--- src/rtl/sw_event_encoder_pkg.sv ---
// Shared event-word layout, FSM encoding and parameter defaults for the
// switch/button event encoder.
package sw_event_encoder_pkg;

  localparam int EVT_W        = 8;
  localparam int EVT_TYPE_LSB = 6;
  localparam int EVT_IDX_LSB  = 1;
  localparam int EVT_IDX_W    = 5;

  localparam int DEF_WIDTH_SWITCHES  = 8;
  localparam int DEF_WIDTH_BUTTONS   = 4;
  localparam int DEF_DEBOUNCE_CYCLES = 500000;

  typedef enum logic [1:0] {
    EVT_SWITCH  = 2'b00,
    EVT_PRESS   = 2'b01,
    EVT_RELEASE = 2'b10,
    EVT_RSVD    = 2'b11
  } evt_type_e;

  typedef enum logic [1:0] {
    ST_INIT  = 2'b00,
    ST_IDLE  = 2'b01,
    ST_WRITE = 2'b10
  } state_e;

  function automatic logic [EVT_W-1:0] make_event(
    input evt_type_e             evt_type,
    input logic [EVT_IDX_W-1:0]  idx,
    input logic                  val
  );
    logic [EVT_W-1:0] w;
    w = '0;
    w[EVT_TYPE_LSB +: 2]        = evt_type;
    w[EVT_IDX_LSB +: EVT_IDX_W] = idx;
    w[0]                        = val;
    return w;
  endfunction

endpackage

--- src/rtl/sw_debouncer.sv ---
// Two-flop synchronizer plus 3-sample history per input; the debounced level
// follows the history only when all three samples agree.
module sw_debouncer #(
  parameter int WIDTH = 8
) (
  input  logic             clk,
  input  logic             rst_n,
  input  logic             tick,
  input  logic [WIDTH-1:0] raw,
  output logic [WIDTH-1:0] deb
);

  logic [WIDTH-1:0] sync1_q, sync1_d;
  logic [WIDTH-1:0] sync2_q, sync2_d;
  logic [WIDTH-1:0] h0_q, h0_d;
  logic [WIDTH-1:0] h1_q, h1_d;
  logic [WIDTH-1:0] h2_q, h2_d;
  logic [WIDTH-1:0] deb_q, deb_d;

  always_comb begin
    sync1_d = raw;
    sync2_d = sync1_q;
    h0_d    = h0_q;
    h1_d    = h1_q;
    h2_d    = h2_q;
    if (tick) begin
      h0_d = sync2_q;
      h1_d = h0_q;
      h2_d = h1_q;
    end
  end

  // Stability is judged on the post-shift history so deb moves on the tick edge.
  genvar gi;
  generate
    for (gi = 0; gi < WIDTH; gi++) begin : g_stable
      assign deb_d[gi] = (h0_d[gi] == h1_d[gi] && h1_d[gi] == h2_d[gi]) ? h0_d[gi] : deb_q[gi];
    end
  endgenerate

  always_ff @(posedge clk or negedge rst_n) begin
    if (!rst_n) begin
      sync1_q <= '0;
      sync2_q <= '0;
      h0_q    <= '0;
      h1_q    <= '0;
      h2_q    <= '0;
      deb_q   <= '0;
    end else begin
      sync1_q <= sync1_d;
      sync2_q <= sync2_d;
      h0_q    <= h0_d;
      h1_q    <= h1_d;
      h2_q    <= h2_d;
      deb_q   <= deb_d;
    end
  end

  assign deb = deb_q;

endmodule

--- src/rtl/sw_event_encoder.sv ---
// Debounces switches and buttons, queues every debounced edge in a pending mask
// and writes one 8-bit event word per edge into a downstream FIFO.
module sw_event_encoder
  import sw_event_encoder_pkg::*;
#(
  parameter int WIDTH_SWITCHES  = DEF_WIDTH_SWITCHES,
  parameter int WIDTH_BUTTONS   = DEF_WIDTH_BUTTONS,
  parameter int DEBOUNCE_CYCLES = DEF_DEBOUNCE_CYCLES,
  parameter int WIDTH_EVENT     = EVT_W
) (
  input  logic                      clk,
  input  logic                      rst_n,
  input  logic [WIDTH_SWITCHES-1:0] switches,
  input  logic [WIDTH_BUTTONS-1:0]  buttons,
  input  logic                      fifo_full,
  output logic [WIDTH_EVENT-1:0]    wr_data,
  output logic                      wr_en,
  output logic [WIDTH_SWITCHES-1:0] sw_state,
  output logic [7:0]                dropped_events
);

  localparam int NUM_IN = WIDTH_SWITCHES + WIDTH_BUTTONS;
  localparam int CNT_W  = (DEBOUNCE_CYCLES > 1) ? $clog2(DEBOUNCE_CYCLES) : 1;
  localparam logic [CNT_W-1:0] CNT_MAX = CNT_W'(DEBOUNCE_CYCLES - 1);

  logic [CNT_W-1:0]          cnt_q, cnt_d;
  logic                      tick_q, tick_d;
  state_e                    state_q, state_d;
  logic [1:0]                init_ticks_q, init_ticks_d;
  logic [NUM_IN-1:0]         known_q, known_d;
  logic [NUM_IN-1:0]         pending_q, pending_d;
  logic [WIDTH_EVENT-1:0]    wr_data_q, wr_data_d;
  logic                      wr_en_q, wr_en_d;
  logic [7:0]                dropped_q, dropped_d;

  logic [WIDTH_SWITCHES-1:0] sw_deb;
  logic [WIDTH_BUTTONS-1:0]  btn_deb;
  logic [NUM_IN-1:0]         deb_all;
  logic [NUM_IN-1:0]         chg, sel_oh, grant, cancel;
  logic                      do_sel;
  logic [EVT_IDX_W-1:0]      sel_idx;
  logic                      sel_val, sel_btn;
  logic [5:0]                drop_cnt;
  logic [8:0]                drop_sum;

  sw_debouncer #(.WIDTH(WIDTH_SWITCHES)) u_sw_deb (
    .clk   (clk),
    .rst_n (rst_n),
    .tick  (tick_q),
    .raw   (switches),
    .deb   (sw_deb)
  );

  sw_debouncer #(.WIDTH(WIDTH_BUTTONS)) u_btn_deb (
    .clk   (clk),
    .rst_n (rst_n),
    .tick  (tick_q),
    .raw   (buttons),
    .deb   (btn_deb)
  );

  assign deb_all = {btn_deb, sw_deb};

  always_comb begin
    cnt_d  = (cnt_q == CNT_MAX) ? '0 : cnt_q + 1'b1;
    tick_d = (cnt_q == CNT_MAX);
  end

  // Pending mask: each debounced edge toggles its bit; a granted bit is cleared
  // first so an edge landing on the grant cycle re-queues rather than cancels.
  always_comb begin
    known_d   = deb_all;
    chg       = (state_q == ST_INIT) ? '0 : (deb_all ^ known_q);
    do_sel    = (state_q == ST_IDLE) && !fifo_full && (|pending_q);
    sel_oh    = pending_q & (~pending_q + NUM_IN'(1));
    grant     = do_sel ? sel_oh : '0;
    cancel    = pending_q & ~grant & chg;
    pending_d = (pending_q & ~grant) ^ chg;

    sel_idx = '0;
    sel_val = 1'b0;
    sel_btn = 1'b0;
    for (int i = NUM_IN - 1; i >= 0; i--) begin
      if (pending_q[i]) begin
        sel_idx = EVT_IDX_W'(i);
        sel_val = deb_all[i];
        sel_btn = (i >= WIDTH_SWITCHES);
      end
    end

    drop_cnt = '0;
    for (int i = 0; i < NUM_IN; i++) begin
      drop_cnt = drop_cnt + 6'(cancel[i]);
    end
    drop_sum  = {1'b0, dropped_q} + 9'(drop_cnt);
    dropped_d = drop_sum[8] ? 8'hFF : drop_sum[7:0];
  end

  always_comb begin
    state_d      = state_q;
    init_ticks_d = init_ticks_q;
    wr_en_d      = 1'b0;
    wr_data_d    = wr_data_q;
    case (state_q)
      ST_INIT: begin
        if (init_ticks_q == 2'd3) begin
          state_d = ST_IDLE;
        end else if (tick_q) begin
          init_ticks_d = init_ticks_q + 2'd1;
        end
      end
      ST_IDLE: begin
        if (do_sel) begin
          wr_data_d = make_event(sel_btn ? (sel_val ? EVT_PRESS : EVT_RELEASE) : EVT_SWITCH,
                                 sel_idx, sel_val);
          wr_en_d   = 1'b1;
          state_d   = ST_WRITE;
        end
      end
      ST_WRITE: state_d = ST_IDLE;
      default:  state_d = ST_INIT;
    endcase
  end

  always_ff @(posedge clk or negedge rst_n) begin
    if (!rst_n) begin
      cnt_q        <= '0;
      tick_q       <= 1'b0;
      state_q      <= ST_INIT;
      init_ticks_q <= '0;
      known_q      <= '0;
      pending_q    <= '0;
      wr_data_q    <= '0;
      wr_en_q      <= 1'b0;
      dropped_q    <= '0;
    end else begin
      cnt_q        <= cnt_d;
      tick_q       <= tick_d;
      state_q      <= state_d;
      init_ticks_q <= init_ticks_d;
      known_q      <= known_d;
      pending_q    <= pending_d;
      wr_data_q    <= wr_data_d;
      wr_en_q      <= wr_en_d;
      dropped_q    <= dropped_d;
    end
  end

  assign wr_data        = wr_data_q;
  assign wr_en          = wr_en_q;
  assign sw_state       = known_q[WIDTH_SWITCHES-1:0];
  assign dropped_events = dropped_q;

endmodule

--- config.mk ---
export PLATFORM = sky130hd
export DESIGN_NAME = sw_event_encoder
export DESIGN_NICKNAME = d
export VERILOG_FILES = /design/src/rtl/sw_event_encoder_pkg.sv /design/src/rtl/sw_debouncer.sv /design/src/rtl/sw_event_encoder.sv
export SDC_FILE = /design/constraint.sdc
export NUM_CORES = 1
export LEC_CHECK = 0
export CAP_MARGIN = 20
export CORE_MARGIN = 3
export CORE_UTILIZATION = 56
export CTS_CLUSTER_SIZE = 8
export DETAILED_ROUTE_END_ITERATION = 7
export GPL_ROUTABILITY_DRIVEN = 0
export GPL_TIMING_DRIVEN = 0
export PLACE_DENSITY = 0.77
export REMOVE_ABC_BUFFERS = 1
export SYNTH_ARGS = -nofsm -noshare
export SYNTH_HDL_FRONTEND = slang
export SYNTH_SLANG_ARGS = --single-unit
--- constraint.sdc ---
create_clock -name clk -period 15.1 [get_ports clk]
set_clock_uncertainty 0.2 [all_clocks]
set_input_delay 3.02 -clock clk [delete_from_list [all_inputs] [get_ports clk]]
set_output_delay 3.02 -clock clk [all_outputs]
set_load 0.02 [all_outputs]
---- Word-level counts from Yosys, hierarchy flattened ----
Cells that the tools add are included.
cells by class
  add/subtract/negate cells ............... 15
  bitwise logic cells ..................... 8
  equal/unequal tests ..................... 30
  reductions and logical operators ........ 20
  muxes and demuxes ....................... 53
operator list
  kind                                                              count
  5-bit two-way mux                                                 11
  6-bit by 1-bit adder with 6-bit output                            6
  12-bit AND                                                        3
  8-bit two-way mux                                                 4
  1-bit two-way mux                                                 26
  1-bit == test                                                     24
  12-bit two-way mux                                                2
  12-bit NOT                                                        2
  12-bit bitwise XOR                                                2
  19-bit by 1-bit adder with 19-bit output (second input constant)  1
  19-bit == test (second input constant)                            1
  19-bit two-way mux                                                1
  4-bit two-way mux                                                 4
  1-bit logical AND                                                 14
  12-bit by 1-bit adder with 12-bit output (second input constant)  1
  12-bit OR reduction                                               1
  8-bit by 6-bit adder with 9-bit output                            1
  2-bit two-way mux                                                 4
  5-bit by 1-bit adder with 6-bit output                            1
  2-bit case mux with 3 select lines                                1
  4-bit by 1-bit adder with 5-bit output                            1
  3-bit by 1-bit adder with 4-bit output                            1
  2-bit == test (second input constant)                             2
  2-bit AND reduction                                               2
  10 further kinds                                                  10
word-level totals
  bits in registers ....................... 137

---- Logic depth before layout (Yosys ltp) ----
  word-level depth ........................ 20
  mapped depth ............................ 17
  depth with buffers taken out ............ 17

---- Hierarchy ----
From an unflattened synthesis, not the netlist that was laid out.
unflattened totals
  cell total of the unflattened synthesis .. 482
  area, all modules ....................... 5958.2 um^2
modules (own cells, without submodules)
  module                     cells an instance  instances  area each (um^2)  sequential area each (um^2)
  sw_event_encoder           316                1          3348.2            1601.5
  sw_debouncer at u_sw_deb   110                1          1735.4            1201.2
  sw_debouncer at u_btn_deb  56                 1          874.6             600.6

---- Worst setup path after synthesis ----
No wires, ideal clock.
  kind .................................... input port to flip-flop
  start ................................... input fifo_full
  end ..................................... register dropped_q[7], in the netlist dropped_events[7]
  arrival time ............................ 7.938 ns
  path buffers ............................ 0
  setup slack ............................. 6.843 ns
  stages .................................. 16
  setup time .............................. 0.119 ns
  required time ........................... 14.781 ns
  path through ............................ or3b_4 > or2_2 > and2_1 > ha_1 > fa_1 > inv_1 > fa_1 > fa_1 > inv_1 > fa_1 > fa_1 > fa_1 > a21o_1 > a2111o_1 > o31ai_1 > o21ba_2
between the ends
  longest elaborated chain between the ends .. 20
RTL lines
  element                                               line                     source
  start: declaration                                    sw_event_encoder.sv:15   input logic fifo_full,
  1-bit logical NOT *                                   sw_event_encoder.sv:74   do_sel = (state_q == ST_IDLE) && !fifo_full && (|pending_q);
  1-bit logical AND * (2 in series)                     sw_event_encoder.sv:74
  12-bit two-way mux *                                  sw_event_encoder.sv:76   grant = do_sel ? sel_oh : '0;
  12-bit NOT *                                          sw_event_encoder.sv:77   cancel = pending_q & ~grant & chg;
  12-bit AND * (2 in series)                            sw_event_encoder.sv:77
  1-bit by 1-bit adder with 2-bit output                sw_event_encoder.sv:93   drop_cnt = drop_cnt + 6'(cancel[i]);
  2-bit by 1-bit adder with 3-bit output                sw_event_encoder.sv:93
  3-bit by 1-bit adder with 4-bit output                sw_event_encoder.sv:93
  4-bit by 1-bit adder with 5-bit output                sw_event_encoder.sv:93
  5-bit by 1-bit adder with 6-bit output                sw_event_encoder.sv:93
  6-bit by 1-bit adder with 6-bit output (5 in series)  sw_event_encoder.sv:93
  6-bit by 1-bit adder with 6-bit output *              sw_event_encoder.sv:93
  8-bit by 6-bit adder with 9-bit output *              sw_event_encoder.sv:95   drop_sum = {1'b0, dropped_q} + 9'(drop_cnt);
  8-bit two-way mux *                                   sw_event_encoder.sv:96   dropped_d = drop_sum[8] ? 8'hFF : drop_sum[7:0];
  via dropped_d[7]                                      sw_event_encoder.sv:34   logic [7:0] dropped_q, dropped_d;
  end signal: assignment                                sw_event_encoder.sv:145  dropped_q <= dropped_d;
  end: declaration                                      sw_event_encoder.sv:34
Mark *: on every way through the listed nets, which the timed path passes. The rest lies on a longest branch.
A chain may end at the register's enable or synchronous reset.

---- Worst setup path in the final report ----
Same ends and word-level chain as after synthesis.

==> run_results.csv <==
group,metric,value,unit
status,outcome,"finished clean",
critical_path,cp-end-kind,"flop",
synth,avgSynthCellArea,12.5,µm²
cells_and_area,final_common_cell,"dfrtp_1",
critical_path,cp.arrival,8.68,ns
global_routing,first_global_vias,3661,
pwr,power_per_cell_area,118,nW/µm²
floorplanning,die-area,11900,µm²
critical_path,path_class,"in -> reg",
clocking,cts_buffers,17,
synth,synth-simple-area-share,0.111,
synth,synth_seq_area_share,0.573,
sta,hold_violations,0,
sta,min_period_over_period,0.560,
floorplanning,die_width,109,µm
pwr,seqPwrFrac,0.440,
sta,clock.fmax,118,MHz
clocking,cts_max_level,4,
critical_path,r2r_slack,9.08,ns
critical_path,crit_top_cell,"fa_1",
global_routing,gr-usage-all-layers,0.197,
synth,syn_area,5940,µm²
global_routing,antenna_found_initial,0,
cells_and_area,drive_gt1_frac,0.164,
floorplanning,start_util,0.592,
clocking,cts_hold_buffers,0,
pwr,p_comb_frac,0.013,
pwr,leakage,3.37,nW
detailed_routing,ant_nets,0,
critical_path,critPathRequiredTime,15.32,ns
detailed_routing,wl_per_cell,15.2,µm
cells_and_area,final_util,0.707,
cells_and_area,finalNetCount,565,
cells_and_area,diodes,0,
pwr,switchingPower,156,µW
synth,syn_inst,475,
critical_path,cp_cell_sequence,"clkdlybuf4s50_1 -> nor3b_1 -> nand3_1 -> and2_1 -> ha_1 -> fa_1 -> inv_1 -> fa_1 -> fa_1 -> inv_1 -> fa_1 -> fa_1 -> fa_1 -> a21o_1 -> a2111o_1 -> o31ai_1 -> o21ba_2",
detailed_routing,via_count,3621,
placed_design,hpwl,6.70,mm
hold_path,min_path_type,"reg -> reg",
sta,fin_crit,8.46,ns
floorplanning,die_h,109,µm
cells_and_area,layout_common_cells,"dfrtp_1 (136), nor2_1 (54), mux2_2 (37), clkdlybuf4s50_1 (37)",
placed_design,placement.io_buffers,38,
floorplanning,rows,36,
cells_and_area,syn_to_final_growth,19.5,%
detailed_routing,drc,0,
synth,muxShareOfSynthArea,0.0752,
sta,setup_viol,0,
clocking,post_cts_buffers,0,
pwr,peakVddDrop,0.0872,mV
critical_path,worstSetupStartpointType,"primary input",
critical_path,crit_slowest_cell,"fa_1",
pwr,p_sw_frac,0.187,
critical_path,critPathBufInv,3,
floorplanning,ios,40,
detailed_routing,drtIter0Drc,169,
synth,synth-xor-area-share,0.0442,
detailed_routing,drtPass1Iterations,5,
synth,synth_seq_cells,136,
clocking,post_cts_resized,0,
clocking,cts_buffer_depth,2,
detailed_routing,drt_wl_total,10.1,mm
clocking,path_clk_slew,0.06,ns
sta,worstMarginPinSlew,0.913,ns
clocking,cts_sinks,136,
synth,async_flop_share,1.00,
synth,synth_top_family_by_area,"simple AND/OR/NAND/NOR gates",
synth,yosys_warnings,0,
detailed_routing,vias_per_cell,5.45,
global_routing,grt_first_pass_wirelength,17.6,mm
global_routing,grt_max_degree,75,
sta,rsz0062_at_grt,"no",
sta,setup_tns,0,ns
clocking,clk_latency,0.53,ns
synth,synth_ff_type,"dfrtp_1",
synth,synth_fa_ha_area_frac,0.0754,
clocking,cts_tree,"built",
critical_path,critPathMaxStageDelay,0.54,ns
sta,maxSlewHeadroom,0.389,
critical_path,cp_top_family,"adder cells",
run,drv_cap,0,
sta,slew_viol_final,0,
critical_path,cp_max_fo,5,
clocking,cts-root-buf,"clkbuf_8",
pwr,p_int,681,µW
synth,synth-edff-count,0,
synth,yosysUniqueCellTypes,61,
pwr,power.share.clock,0.546,
floorplanning,core,10000,µm²
global_routing,grt_remaining_overflow,0,
synth,synth-compound-area-share,0.0920,
[final timing paths]
kind / start / endpoint / depth (start not counted)
max: fifo_full / dropped_events[7]$_DFF_PN0_ / 17
min reg2reg: u_btn_deb.sync1_q[1]$_DFF_PN0_ / u_btn_deb.sync2_q[1]$_DFF_PN0_ / 0
min: u_btn_deb.sync1_q[1]$_DFF_PN0_ / u_btn_deb.sync2_q[1]$_DFF_PN0_ / 0
max in group asynchronous: rst_n / cnt_q[12]$_DFF_PN0_ / 2
max reg2reg: pending_q[0]$_DFF_PN0_ / dropped_events[7]$_DFF_PN0_ / 16
min in group asynchronous: rst_n / dropped_events[6]$_DFF_PN0_ / 1
[final cells by class]
cell class	instances	area [µm²]
Multi-Input combinational cell	308	2370
Clock buffer	19	442
Tap cell	133	166
Fill cell	654	2940
Sequential cell	136	3400
Timing Repair Buffer	40	437
Inverter	16	65.1
Clock inverter	12	221
[cell usage after synthesis (3+ instances only)]
master / number / area (µm²)
a2111oi_0: 3 / 26.3
a21o_1: 4 / 30.0
a21oi_1: 21 / 105
and2_1: 3 / 18.8
buf_4: 11 / 82.6
dfrtp_1: 136 / 3400
fa_1: 8 / 160
ha_1: 23 / 288
inv_1: 15 / 56.3
mux2_2: 37 / 417
mux2i_1: 3 / 30.0
nand2_1: 23 / 86.3
nand2b_1: 4 / 25.0
nand3_1: 9 / 45.0
nand3b_1: 3 / 22.5
nand4_1: 8 / 50.1
nor2_1: 54 / 203
nor3_1: 3 / 15.0
nor4_1: 4 / 25.0
o21a_1: 17 / 128
o21ai_0: 8 / 40.0
or2_2: 3 / 18.8
xnor2_1: 20 / 175
xor2_1: 10 / 87.6
[metrics by stage]
stage / hold slack, ns / std cells / cell area [µm²] / power, mW / setup slack [ns]
2_1_floorplan: 0.131 / 460 / 5830 / 0.375 / 6.84
3_3_place_gp: 0.132 / 631 / 6380 / 0.386 / 5.74
3_5_place_dp: 0.136 / 633 / 6440 / 0.387 / 6.15
4_1_cts: 0.146 / 664 / 7100 / 0.848 / 6.66
5_1_grt: 0.149 / 664 / 7100 / 0.867 / 6.37
6_report: 0.144 / 664 / 7100 / 0.837 / 6.64
[power by group through the flow]
stage                     sequential [mW]  clock [mW]  combinational [mW]
after floorplan                     0.375           0            0.000243
after global placement              0.375           0              0.0107
after detailed placement            0.375           0              0.0119
after CTS                           0.369       0.468              0.0118
after global routing                0.369       0.485              0.0130
final                               0.369       0.457              0.0112
[registers in the layout, indices dropped and copies added (netlist names), 4 cells and up]
register           count
pending_q             12
wr_data                7
cnt_q                 19
u_sw_deb.sync1_q       8
u_sw_deb.h0_q          8
u_sw_deb.sync2_q       8
u_sw_deb.h2_q          8
known_q               12
u_btn_deb.h1_q         4
u_sw_deb.deb           8
u_btn_deb.sync2_q      4
u_sw_deb.h1_q          8
u_btn_deb.deb          4
dropped_events         8
u_btn_deb.h2_q         4
u_btn_deb.sync1_q      4
u_btn_deb.h0_q         4
[cells by family after synthesis]
kind of cell / count (synthesis)
mux: 40
xor+xnor: 30
flops: 136
compound gates: 76
buf+inv: 31
other cells: 1
simple gates: 130
fa+ha+maj: 31
[per-layer routing]
metal,track usage,share of wire,up-vias
met1,0.254,0.44,1795
met3,0.0574,0.044,16
met5,0,0,-
li1,-,-,1741
met2,0.312,0.49,69
met4,0.0848,0.018,0
No activity file was read; power rests on OpenSTA's default activity.
